## src/rtl/l1_pkg.sv

```systemverilog
// Shared definitions for the L1 write port.
// Provides default widths, the default-width BRAM write address layout and the
// per-stream occupancy next-value helper.
package l1_pkg;

    localparam int unsigned L1Nstrms = 64;
    localparam int unsigned L1Nports = 8;
    localparam int unsigned L1PtrW   = 4;
    localparam int unsigned L1SidW   = $clog2(L1Nstrms);
    localparam int unsigned L1CntW   = L1PtrW + 1;
    localparam int unsigned L1RelW   = $clog2(L1Nports + 1);

    // BRAM write address at default widths: stream id in the high bits, entry pointer low.
    typedef struct packed {
        logic [L1SidW-1:0] sid;
        logic [L1PtrW-1:0] ptr;
    } l1_wr_addr_t;

    // Unsaturated next occupancy; a negative result flags a release underflow.
    function automatic int cnt_next(input int cnt, input int inc, input int rel);
        return cnt + inc - rel;
    endfunction

endpackage

```

## src/rtl/l1_wr_strm_cnt.sv

```systemverilog
// One stream's write pointer and occupancy counter.
// Ports:
//   clk, reset  clock, synchronous active-low reset
//   inc         one entry written to this stream this cycle
//   rel         entries released by the read ports this cycle
//   clr         stream reset: pointer and count to 0, release ignored
//   ptr         current write pointer
//   cnt         occupancy, 0..2**ptr_width
//   full        cnt == 2**ptr_width
//   underflow   release exceeded occupancy this cycle (count saturated at 0)
module l1_wr_strm_cnt
    import l1_pkg::*;
#(
    parameter int unsigned ptr_width = L1PtrW,
    parameter int unsigned rel_width = L1RelW
) (
    input  logic                 clk,
    input  logic                 reset,
    input  logic                 inc,
    input  logic [rel_width-1:0] rel,
    input  logic                 clr,
    output logic [ptr_width-1:0] ptr,
    output logic [ptr_width:0]   cnt,
    output logic                 full,
    output logic                 underflow
);

    localparam int unsigned CntW  = ptr_width + 1;
    localparam int          Depth = int'(2 ** ptr_width);

    logic [ptr_width-1:0] ptr_q, ptr_d;
    logic [CntW-1:0]      cnt_q, cnt_d;
    int                   sum;

    always_comb begin
        ptr_d     = ptr_q;
        cnt_d     = cnt_q;
        underflow = 1'b0;
        sum       = cnt_next(int'(cnt_q), int'(inc), int'(rel));

        if (clr) begin
            ptr_d = '0;
        end else if (inc) begin
            ptr_d = ptr_q + ptr_width'(1);   // wraps naturally at the stream depth
        end

        if (clr) begin
            cnt_d = '0;
        end else if (sum < 0) begin
            cnt_d     = '0;
            underflow = 1'b1;
        end else if (sum > Depth) begin
            cnt_d = CntW'(Depth);
        end else begin
            cnt_d = CntW'(sum);
        end
    end

    always_ff @(posedge clk) begin
        if (!reset) begin
            ptr_q <= '0;
            cnt_q <= '0;
        end else begin
            ptr_q <= ptr_d;
            cnt_q <= cnt_d;
        end
    end

    assign ptr  = ptr_q;
    assign cnt  = cnt_q;
    assign full = (cnt_q == CntW'(Depth));

endmodule

```

## src/rtl/l1_wr_port.sv

```systemverilog
// L1 write port: fill side of the L1 stream buffers.
// Accepts one write per cycle into a one-entry stage, tags it with the stream's current
// write pointer and issues it as a BRAM write. Tracks per-stream pointer and occupancy;
// read ports hand back consumed entries through per-stream release counts.
// Ports:
//   clk, reset             clock, synchronous active-low reset
//   i_wr_v/i_wr_r          write request handshake; i_wr_sid target stream, i_wr_d data
//   i_rel_cnt              per-stream release counts (rel_width each)
//   i_srst_v/i_srst_sid    stream reset strobe and target
//   o_wr_v/o_wr_r          BRAM write handshake; o_wr_addr = {sid, wptr}, o_wr_d data
//   o_cnt, o_full          per-stream occupancy and full flag
//   o_err                  only with L1_WR_ERR_EN: sticky release-underflow / stream-reset
//                          of a pending write, cleared by reset
module l1_wr_port
    import l1_pkg::*;
#(
    parameter int unsigned nstrms     = 64,
    parameter int unsigned sid_width  = $clog2(nstrms),
    parameter int unsigned nports     = 8,
    parameter int unsigned ptr_width  = 4,
    parameter int unsigned data_width = 64,
    parameter int unsigned rel_width  = $clog2(nports + 1)
) (
    input  logic                              clk,
    input  logic                              reset,
    input  logic                              i_wr_v,
    output logic                              i_wr_r,
    input  logic [sid_width-1:0]              i_wr_sid,
    input  logic [data_width-1:0]             i_wr_d,
    input  logic [nstrms*rel_width-1:0]       i_rel_cnt,
    input  logic                              i_srst_v,
    input  logic [sid_width-1:0]              i_srst_sid,
    output logic                              o_wr_v,
    input  logic                              o_wr_r,
    output logic [sid_width+ptr_width-1:0]    o_wr_addr,
    output logic [data_width-1:0]             o_wr_d,
    output logic [nstrms*(ptr_width+1)-1:0]   o_cnt,
    output logic [nstrms-1:0]                 o_full
`ifdef L1_WR_ERR_EN
    ,
    output logic                              o_err
`endif
);

    localparam int unsigned CntW = ptr_width + 1;

    // Same layout as l1_wr_addr_t, sized by this instance's parameters.
    typedef struct packed {
        logic [sid_width-1:0] sid;
        logic [ptr_width-1:0] ptr;
    } wr_addr_t;

    logic                  s1_v_q;
    logic [sid_width-1:0]  s1_sid_q;
    logic [data_width-1:0] s1_d_q;

    logic                  accept;
    logic                  wr_fire;
    logic [nstrms-1:0]     inc;
    logic [nstrms-1:0]     clr;
    logic [ptr_width-1:0]  wptr [nstrms];
    logic [CntW-1:0]       cnt  [nstrms];
    wr_addr_t              addr;

    // A full target stream holds the stage, which blocks every later write in order.
    always_comb begin
        o_wr_v  = s1_v_q & ~o_full[s1_sid_q] & ~i_srst_v;
        wr_fire = o_wr_v & o_wr_r;
        i_wr_r  = ~s1_v_q | wr_fire;
        accept  = i_wr_v & i_wr_r;
    end

    always_ff @(posedge clk) begin
        if (!reset) begin
            s1_v_q   <= 1'b0;
            s1_sid_q <= '0;
            s1_d_q   <= '0;
        end else if (accept) begin
            s1_v_q   <= 1'b1;
            s1_sid_q <= i_wr_sid;
            s1_d_q   <= i_wr_d;
        end else if (wr_fire) begin
            s1_v_q   <= 1'b0;
        end
    end

    assign addr.sid  = s1_sid_q;
    assign addr.ptr  = wptr[s1_sid_q];
    assign o_wr_addr = addr;
    assign o_wr_d    = s1_d_q;

`ifdef L1_WR_ERR_EN
    logic [nstrms-1:0] underflow;
    logic              srst_hit;
    logic              err_q;

    assign srst_hit = i_srst_v & s1_v_q & (s1_sid_q == i_srst_sid);

    always_ff @(posedge clk) begin
        if (!reset) begin
            err_q <= 1'b0;
        end else if ((|underflow) | srst_hit) begin
            err_q <= 1'b1;
        end
    end

    assign o_err = err_q;
`endif

    for (genvar s = 0; s < nstrms; s++) begin : g_strm
        assign inc[s] = wr_fire & (s1_sid_q == sid_width'(s));
        assign clr[s] = i_srst_v & (i_srst_sid == sid_width'(s));

        l1_wr_strm_cnt #(
            .ptr_width (ptr_width),
            .rel_width (rel_width)
        ) u_cnt (
            .clk       (clk),
            .reset     (reset),
            .inc       (inc[s]),
            .rel       (i_rel_cnt[s*rel_width +: rel_width]),
            .clr       (clr[s]),
            .ptr       (wptr[s]),
            .cnt       (cnt[s]),
            .full      (o_full[s]),
`ifdef L1_WR_ERR_EN
            .underflow (underflow[s])
`else
            .underflow ()
`endif
        );

        assign o_cnt[s*CntW +: CntW] = cnt[s];
    end

endmodule
```

## config.mk

```make
export PLATFORM = sky130hd
export DESIGN_NAME = l1_wr_port
export DESIGN_NICKNAME = d
export VERILOG_FILES = /design/src/rtl/l1_pkg.sv /design/src/rtl/l1_wr_strm_cnt.sv /design/src/rtl/l1_wr_port.sv
export SDC_FILE = /design/constraint.sdc
export NUM_CORES = 2
export LEC_CHECK = 0
export CAP_MARGIN = 10
export CORE_ASPECT_RATIO = 1.5
export CORE_MARGIN = 2
export CORE_UTILIZATION = 40
export CTS_CLUSTER_DIAMETER = 80
export DETAILED_ROUTE_END_ITERATION = 6
export DONT_BUFFER_PORTS = 1
export PLACE_DENSITY = 0.51
export SETUP_SLACK_MARGIN = 0.2
export SYNTH_ARGS = -nofsm -noshare
export SYNTH_HDL_FRONTEND = slang
export SYNTH_SLANG_ARGS = --single-unit
```

## constraint.sdc

```tcl
create_clock -name clk -period 6.7 [get_ports clk]
set_input_delay 1.675 -clock clk [delete_from_list [all_inputs] [get_ports clk]]
set_output_delay 1.675 -clock clk [all_outputs]
set_load 0.01 [all_outputs]
```

; Word level (Yosys, flattened, before mapping)
; Cells that the tools add are included.
[word_totals]
register_bits = 647
latch_bits = 0
ram_bits = 0
rom_bits = 0
input_bits = 337
word_cells = 1111
mem_count = 0
[op_classes]
addsub = 192
multipliers = 0
div_mod_pow = 0
n_lt_le_gt_ge = 130
eq_ne = 190
n_shift = 0
n_mux = 71
bitwise = 138
n_reduce_logical = 195
[ops]
columns = operator, n
row1 = $gt A32 B6 Y1 const B, 64
row2 = $lt A32 B1 Y1 const B, 64
row3 = $sub A32 B5 Y32, 64
row4 = $add A5 B1 Y6, 64
row5 = $eq A6 B6 Y1 const B, 64
row6 = $eq A5 B5 Y1 const B, 64
row7 = $mux W5, 64
row8 = $add A4 B1 Y4 const B, 64
row9 = $reduce_or A4 Y1, 64
row10 = $eq A6 B5 Y1 const B, 32
row11 = $reduce_or A3 Y1, 64
row12 = $and A1 B1 Y1, 132
row13 = $reduce_or A2 Y1, 64
row14 = $eq A6 B4 Y1 const B, 16
row15 = $eq A6 B3 Y1 const B, 8
row16 = $bmux W4 S6, 1
row17 = $eq A6 B2 Y1 const B, 4
row18 = $eq A6 B1 Y1 const B, 2
row19 = $logic_not A6 Y1, 2
row20 = $mux W4, 2
row21 = $ge A7 B7 Y1 const B, 1
row22 = $lt A6 B7 Y1 const B, 1
row23 = $not A6 Y7, 1
row24 = $bmux W1 S6, 1
row25 = other kinds (4), 9

; Depth between registers and ports, before layout
[logic_depth]
depth_word = 12
ltp_mapped = 25
depth_no_buf = 22

; By module
; From an unflattened synthesis, not the netlist that was laid out.
[unflattened]
hier_cells = 5722
hier_area_um2 = 51906.0
[by_module_without_submodules]
columns = module, n_inst, cells_each, area_each_um2
row1 = l1_wr_strm_cnt at g_strm[0].u_cnt ..., 60, 79, 714.4
row2 = l1_wr_port, 1, 683, 6372.4
row3 = l1_wr_strm_cnt at g_strm[7].u_cnt ..., 3, 74, 655.6
row4 = l1_wr_strm_cnt at g_strm[6].u_cnt, 1, 77, 700.7

; Least setup slack after synthesis
; OpenSTA, ideal clock, no wires.
[synth_timing]
kind = in2reg
start = in i_srst_v
end = reg g_strm[43].u_cnt.cnt_q[0]
setup_ps = 66
arrival_ps = 5394
t_required_ps = 6634
setup_slack_ps = 1240
cell_stages = 19
path_cell_list = nor2b_1 and4b_1 clkbuf_1 buf_1 nand3_1 inv_1 ha_1 ha_1 ha_1 nor2b_1 o21ai_0 nand2b_1 a211oi_1 ha_1 nand2b_1 nor4_1 a211o_1 o211ai_1 nor2_1
[synth_between]
elab_chain_len = 8
[synth_lines]
columns = element, line
row1 = "start, declared", l1_wr_port.sv:31  ; input logic i_srst_v,
row2 = $not A1 Y1 *, l1_wr_port.sv:67  ; o_wr_v = s1_v_q & ~o_full[s1_sid_q] & ~i_srst_v;
row3 = $and A1 B1 Y1 *, l1_wr_port.sv:67
row4 = $and A1 B1 Y1 *, l1_wr_port.sv:68  ; wr_fire = o_wr_v & o_wr_r;
row5 = $and A1 B1 Y1 *, l1_wr_port.sv:111  ; assign inc[s] = wr_fire & (s1_sid_q == sid_width'(s));
row6 = via g_strm[43].u_cnt.inc, l1_wr_strm_cnt.sv:19  ; input logic inc,
row7 = $add A5 B1 Y6 *, l1_pkg.sv:21  ; return cnt + inc - rel;
row8 = $sub A32 B5 Y32 *, l1_pkg.sv:21
row9 = $gt A32 B6 Y1 or $lt A32 B1 Y1 (tied branches), "l1_wr_strm_cnt.sv:52, l1_wr_strm_cnt.sv:49"
row10 = $reduce_or A4 Y1 (no line), n/a
row11 = "end signal, assigned", l1_wr_strm_cnt.sv:65  ; cnt_q <= cnt_d;
row12 = "end, declared", l1_wr_strm_cnt.sv:32  ; logic [CntW-1:0] cnt_q, cnt_d;
; The timed path passes the listed nets; every way through them passes the cells marked *.
; A chain may end at the register's enable or synchronous reset.

; Final worst setup path
[layout_timing]
start = reg s1_sid_q[1]
end = reg g_strm[27].u_cnt.cnt_q[1]
[layout_between]
elab_chain_len = 11
[layout_lines]
columns = element, line
row1 = "start, declared", l1_wr_port.sv:54  ; logic [sid_width-1:0] s1_sid_q;
row2 = "start signal, assigned", l1_wr_port.sv:80  ; s1_sid_q <= i_wr_sid;
row3 = $bmux W1 S6, l1_wr_port.sv:67
row4 = $mux W1 (implied by the code), l1_wr_port.sv:67
row5 = $not A1 Y1, l1_wr_port.sv:67
row6 = $and A1 B1 Y1 (2 in series), l1_wr_port.sv:67
row7 = $and A1 B1 Y1, l1_wr_port.sv:68
row8 = $and A1 B1 Y1 *, l1_wr_port.sv:111
row9 = via g_strm[27].u_cnt.inc, l1_wr_strm_cnt.sv:19
row10 = $add A5 B1 Y6 *, l1_pkg.sv:21
row11 = $sub A32 B5 Y32 *, l1_pkg.sv:21
row12 = $gt A32 B6 Y1 or $lt A32 B1 Y1 (tied branches), "l1_wr_strm_cnt.sv:52, l1_wr_strm_cnt.sv:49"
row13 = $reduce_or A4 Y1 (no line), n/a
row14 = "end signal, assigned", l1_wr_strm_cnt.sv:65
row15 = "end, declared", l1_wr_strm_cnt.sv:32
; The timed path passes the listed nets; every way through them passes the cells marked *. The select of a mux whose other input is x is not followed.

==> reports/summary.md <==
The routed design could run at a clock period as short as 6.07 ns. The region available for standard cell placement spans 0.113 sq mm. Clock-pin slew was measured on the worst setup and hold paths at 0.06 ns. The signal on the critical path passes through buf_4 > nand2_1 > nor3_2 > a22oi_1 > a41oi_2 > nor3_4 > buf_4 > nand4_1 > inv_1 > ha_1 > ha_1 > ha_1 > nor2b_1 > o21ai_0 > nand2b_1 > a211oi_1 > ha_1 > nand2b_1 > nor4_1 > a211o_1 > o211ai_1 > nor2_1. The via count of the first global-routing pass is 37100. The initial utilization of the core area, before any placement, comes to 40.2%. The tools report the startpoint kind of the worst setup timing path as a flop.

After detailed routing, the total wire length is 158000 um. The via density per instance was 5.60; the number of buffers created by CTS was 75. For the reported max-cap violation count, the log shows 0. Of all flip-flops after synthesis, the portion carrying an async set or reset was 0%. The biggest cell delay along the critical path is 0.53 ns, and the sum of overflow across all layers after global routing is 0. The leading cell type in the layout, fill and taps excluded was dfxtp_1.

The most used routing layer in global routing was met2. The number of nets handed over by synthesis was 6017. The first routing iteration left 1717 violations. At the placement stage, the worst setup path has a slack of 0.405 ns. Row generation in the floorplan step produced 151 rows.

In the post-route analysis, the smallest setup slack over all paths is 0.630 ns. Quantity of I/O buffers inserted on ports: 0. The die is 279 um wide. The tools report the maximum frequency from static timing analysis as 165 MHz. The critical-path cell with the highest stage delay was buf_4. Pin placement for this block handled 797 I/O pins.

For the worst setup path, the data arrival time is 6.66 ns. The per-instance average area after synthesis was 8.87 sq um. The number of buffer and inverter instances along the worst setup path came out at 3. Top fanout value on the critical path: 42. The tools report the pin count of the biggest net entering global routing as 207. The analysis attributes to cell leakage a power of 23.6 nW. The height of the die came out at 416 um. For the count of final max-slew check failures, the log shows 0.

The congestion estimate from routability-driven global placement came to 0.918. VDD sags by at most 157 uV. For met1 alone, demand over resource in global routing was 26.5%.

The detail-routed net length per standard cell was 23.8 um; the count of endpoints failing setup in the final report was 0. The pre-antenna-repair detailed-routing pass consisted of 6 iterations. Detailed placement finished with a half-perimeter wire length of 131000 um.

TritonCTS built the clock tree. Post-route clock period utilization: 90.6%. The final layout contains 6036 nets. At the pin with the least slew margin, the transition time is 1.14 ns. Counting every instance in the synthesized netlist gives 5104.

The worst hold path belongs to the class reg2reg. The top flip-flop cell by instance count after synthesis is dfxtp_1. The type of destination of the critical path is a flop. The buffer levels on the longest clock path came out at 3. The H-tree was split into 3 levels.

In this run the remaining antenna-violating nets after routing total 0. The number of warnings issued by yosys came out at 0. The critical path is of the reg2reg type. The count of flip-flops with a built-in enable after synthesis was 0; the total negative slack for setup checks was 0 ns. The final hold violation count was 0. In this run, synthesis produced a sequential element count of 647. The first global-routing pass estimated 232000 um of wire.

Setup repair after global routing left no endpoint under its margin. The run finished with clean final reports. The final route contains 37200 vias. Sequential cells were found to cover 28.6% of the synthesized design area. The worst pin sits at a relative slew slack of 23.2%. The cell that appears most often on the critical path is ha_1.

STA puts the critical path data required time at 7.29 ns. The number of distinct library cells after synthesis was 72. Relative to the synthesized area, the layout overhead comes to 9.71%. Of the cells placed in the final design, the portion with a size suffix greater than 1 is 7.39%.

Category of cells accounting for the largest share of critical-path delay: simple AND/OR/NAND/NOR gates. The logs give 7.40% for the met3 usage and 0.0343 ns for the worst clock skew. Dividing total power by cell area gives a power density of 188 mW/mm^2.

The number of hold buffers added after CTS was 0. For the area of the die, the log shows 0.116 sq mm. Post-CTS timing repair inserted 0 buffers for setup. The number of antenna violations at the first check in global routing is 9. For the worst-skew pair, the clock arrives at the later sink with an insertion delay of 0.67 ns. The count of clock tree sinks is 647. CTS placed an instance of clkbuf_16 at the clock tree root. Met2 demand-to-capacity share in global routing: 49.5%. The top cell types in the final layout, fill and taps aside, are dfxtp_1 (643), ha_1 (512), inv_1 (434), nor2_1 (419), xor2_1 (349). In the routed design, unresolved DRC markers number 0. The cell area that synthesis handed to floorplanning was 0.0453 sq mm. The global-route total usage across every layer was 26.6%.
## flip-flops by register name, indices dropped and copies added, names as in the netlist
signal and flops:
g_strm.u_cnt.ptr 256, g_strm.u_cnt.cnt 320, s1_v_q 1, s1_sid_q 6, o_wr_d 64
## cell families (layout without fill, tap and decap cells)
family	count (synthesis)	after routing	synth area share [%]
simple gates	1769	1769	20.6
fa+ha+maj	576	576	17.0
mux	188	188	6.47
flops	647	647	28.6
xor+xnor	501	501	9.69
other cells	0	8	0
buf+inv	610	690	5.93
compound gates	813	813	11.7
## synth_stat cells (15+ instances only)
| library cell | number | area (sq um) |
|---|---|---|
| mux2i_1 | 104 | 1040 |
| inv_1 | 434 | 1630 |
| o21a_1 | 41 | 308 |
| fa_1 | 64 | 1280 |
| and2_1 | 18 | 113 |
| a211o_1 | 31 | 272 |
| xnor2_1 | 152 | 1330 |
| ha_1 | 512 | 6410 |
| nor4_1 | 83 | 519 |
| o21ai_0 | 231 | 1160 |
| nand2_1 | 250 | 938 |
| and3_1 | 97 | 607 |
| nand4_1 | 64 | 400 |
| nor2b_1 | 165 | 1030 |
| a21boi_0 | 19 | 143 |
| mux4_2 | 84 | 1890 |
| nand3_4 | 15 | 263 |
| dfxtp_1 | 647 | 13000 |
| nor2_1 | 419 | 1570 |
| nand2b_1 | 209 | 1310 |
| a21o_1 | 43 | 323 |
| xor2_1 | 349 | 3060 |
| buf_4 | 69 | 518 |
| a211oi_1 | 56 | 420 |
| buf_2 | 25 | 125 |
| or3_1 | 78 | 488 |
| clkbuf_1 | 57 | 214 |
| and4_1 | 15 | 131 |
| o211ai_1 | 33 | 248 |
| o2111a_1 | 60 | 676 |
| a21oi_1 | 206 | 1030 |
| nand3_1 | 298 | 1490 |
## layout make-up
class | count | area (sq um)
repair buffers | 118 | 902
clock inverters | 30 | 324
diodes | 8 | 20.0
well taps | 1453 | 1820
multi-input cells | 3847 | 29800
flip-flops and latches | 647 | 13000
inverters | 434 | 1630
clock buffers | 108 | 2240
fillers | 11100 | 62900
## per-layer routing
layer	vias up	wire length (um)
met2	1124	81500
met4	4	9000
met3	271	12100
met1	17900	55600
met5	-	27
li1	17900	-
## worst register-to-register path, cell delays in order, from the launching register on
cell,delay (ns)
dfxtp_4,0.43
buf_4,0.54
nand2_1,0.28
nor3_2,0.53
a22oi_1,0.23
a41oi_2,0.39
nor3_4,0.14
buf_4,0.19
nand4_1,0.37
inv_1,0.09
ha_1,0.22
ha_1,0.30
ha_1,0.27
nor2b_1,0.13
o21ai_0,0.18
nand2b_1,0.12
a211oi_1,0.37
ha_1,0.18
nand2b_1,0.09
nor4_1,0.46
a211o_1,0.25
o211ai_1,0.12
nor2_1,0.11
## path summary, 6_finish.rpt
path                                         startpoint  cells past startpoint  slack [ns]                       to
worst max-delay path                        s1_sid_q[1]                     22        0.63  g_strm[27].u_cnt.cnt[1]
worst min-delay path            g_strm[29].u_cnt.ptr[3]                      2        0.48  g_strm[29].u_cnt.ptr[3]
worst max register to register              s1_sid_q[1]                     22        0.63  g_strm[27].u_cnt.cnt[1]
worst min register to register  g_strm[29].u_cnt.ptr[3]                      2        0.48  g_strm[29].u_cnt.ptr[3]
## through the flow
step	power, mW	std cells	hold slack [ns]	instance area, sq um	util, %
2_1_floorplan	4.73	5104	0.449	45300	-
3_3_place_gp	5.02	6499	0.466	47100	41.8
3_5_place_dp	5.03	6499	0.471	47100	41.8
4_1_cts	9.46	6637	0.482	49700	44.1
5_1_grt	9.68	6643	0.501	49700	44.1
6_report	9.32	6645	0.483	49700	44.1
## where the power goes
group | internal, mW | total, mW | switching (mW) | leakage, nW
combinational | 0.365 | 0.960 | 0.596 | 17.1
clock | 2.56 | 4.38 | 1.82 | 1.26
sequential | 3.89 | 3.98 | 0.0912 | 5.23
## repair_timing
item                                    CTS  global route
endpoints found under the setup margin    0            20
endpoints found under the hold margin     0             0
resized for setup                         0             2
Note: power is estimated with default switching activity, not from simulation.
==> variant: new RTL, same settings <==
Build with the macro `L1_WR_ERR_EN` defined.
--- a/src/rtl/l1_wr_port.sv
+++ b/src/rtl/l1_wr_port.sv
@@ -13,2 +13,4 @@
 //                          of a pending write, cleared by reset
+`define L1_WR_ERR_EN
+
 module l1_wr_port
New outputs: o_err. Function: not settled (the Yosys comparison gave no result); the edit may change what the design does.
==> variant against the original RTL <==
Sequential cell count increased by 1; non-clock buffer count increased by 77; wire length increased by 12%; first-iteration DRC count increased by 46%; critical path depth unchanged; worst setup slack got worse by 0.16 ns; sequential share of layout area decreased by 1.4 points; final area increased by 5.8%; cell count increased by 10%; global-route usage increased by 1.6 points; synthesized area increased by 4.8%; total power increased by 2.4%; clock skew increased by 0.00067 ns.
==> variant: results (changes against the original RTL) <==
Run status
  • Status: finished, final reports clean

Placed design
  • Final GP Congestion: 0.935 (+1.8%)
  • Pre-CTS setup slack: -0.0417 ns (-0.447 ns)

GRT
  • Number of global-route vias before repair: 41.8k (+13%)
  • Met1 Track Usage GR: 29.8% (+3.3 points)
  • First-pass GRT wire length: 261 mm (+12%)

Yosys
  • Synth Area in Compound Gates: 13.9% (+2.1 points)
  • Sequential area share after synthesis: 27.3% (-1.3 points)
  • Post-synthesis cell count: 5,660 (+11%)

Power and ir drop
  • Comb power: 0.00115 W (+20%)
  • Clock power share: 46.2% (-0.8 points)
  • VDD IR max: 0.163 mV (+4.4%)

Setup path
  • Worst Path Arrival: 6.78 ns (+0.12 ns)
  • Critical path endpoint: o_err$_SDFFE_PN0P_

Final layout
  • Non-CTS buffers: 195 (+65%)
  • Layout cells sized above 1: 8.16% (+0.77 points)
  • Clock Network Area Fraction: 4.86% (-0.29 points)
  • Count of non-CTS inverters in the layout: 531 (+22%)
  • Register Area: 13,000 sq um (+0.16%)
  • Post-Layout Cell Count: 7,335 (+10%)
  • # clk buffers: 110 (+1.9%)
  • Fillers: 11.8k (+6.2%)
  • Signal buf overhead: 2.92% (+1.1 points)

Timing
  • Peak Freq: 0.161 GHz (-2.5%)
  • Hold slack final: 0.475 ns (-0.00851 ns)

Worst hold path
  • Hold path startpoint: g_strm[18].u_cnt.ptr[3]$_SDFFE_PP0P_

Route
  • Via-to-Cell Ratio: 5.73 (+2.3%)

Clock tree
  • CTS buffer count: 76 (+1.3%)
  • Cts repair resizes: 1 (+1)
[variant: changes by cell type in the layout (fill, tap and decap cells not counted), moves of 65 or more]
| cell | unedited run | this run |
|---|---|---|
| inv_1 | 434 | 531 |
| nand3_1 | 298 | 214 |
| a21oi_1 | 206 | 309 |
| or4_1 | 9 | 112 |
| nor3_1 | 5 | 139 |
| xor2_1 | 349 | 195 |
| o31ai_1 | 9 | 79 |
| nor2_1 | 419 | 484 |
| nand2_1 | 250 | 318 |
| buf_4 | 116 | 188 |
[variant: critical path: stages (launching register included)]
cell and delay (ns):
dfxtp_2 0.56, buf_12 0.25, nand2_1 0.28, nor2_2 0.46, a22oi_1 0.25, a41oi_1 0.34
buf_4 0.21, a21oi_4 0.07, nand3_4 0.37, nor2_1 0.15, ha_1 0.22, ha_1 0.21
xor2_1 0.17, ha_1 0.36, o21a_1 0.12, o31a_1 0.19, nor4_1 0.07, buf_4 0.18
nand2_1 0.14, o21ai_0 0.24, nor4_4 0.42, or4b_1 0.56, o31a_1 0.27
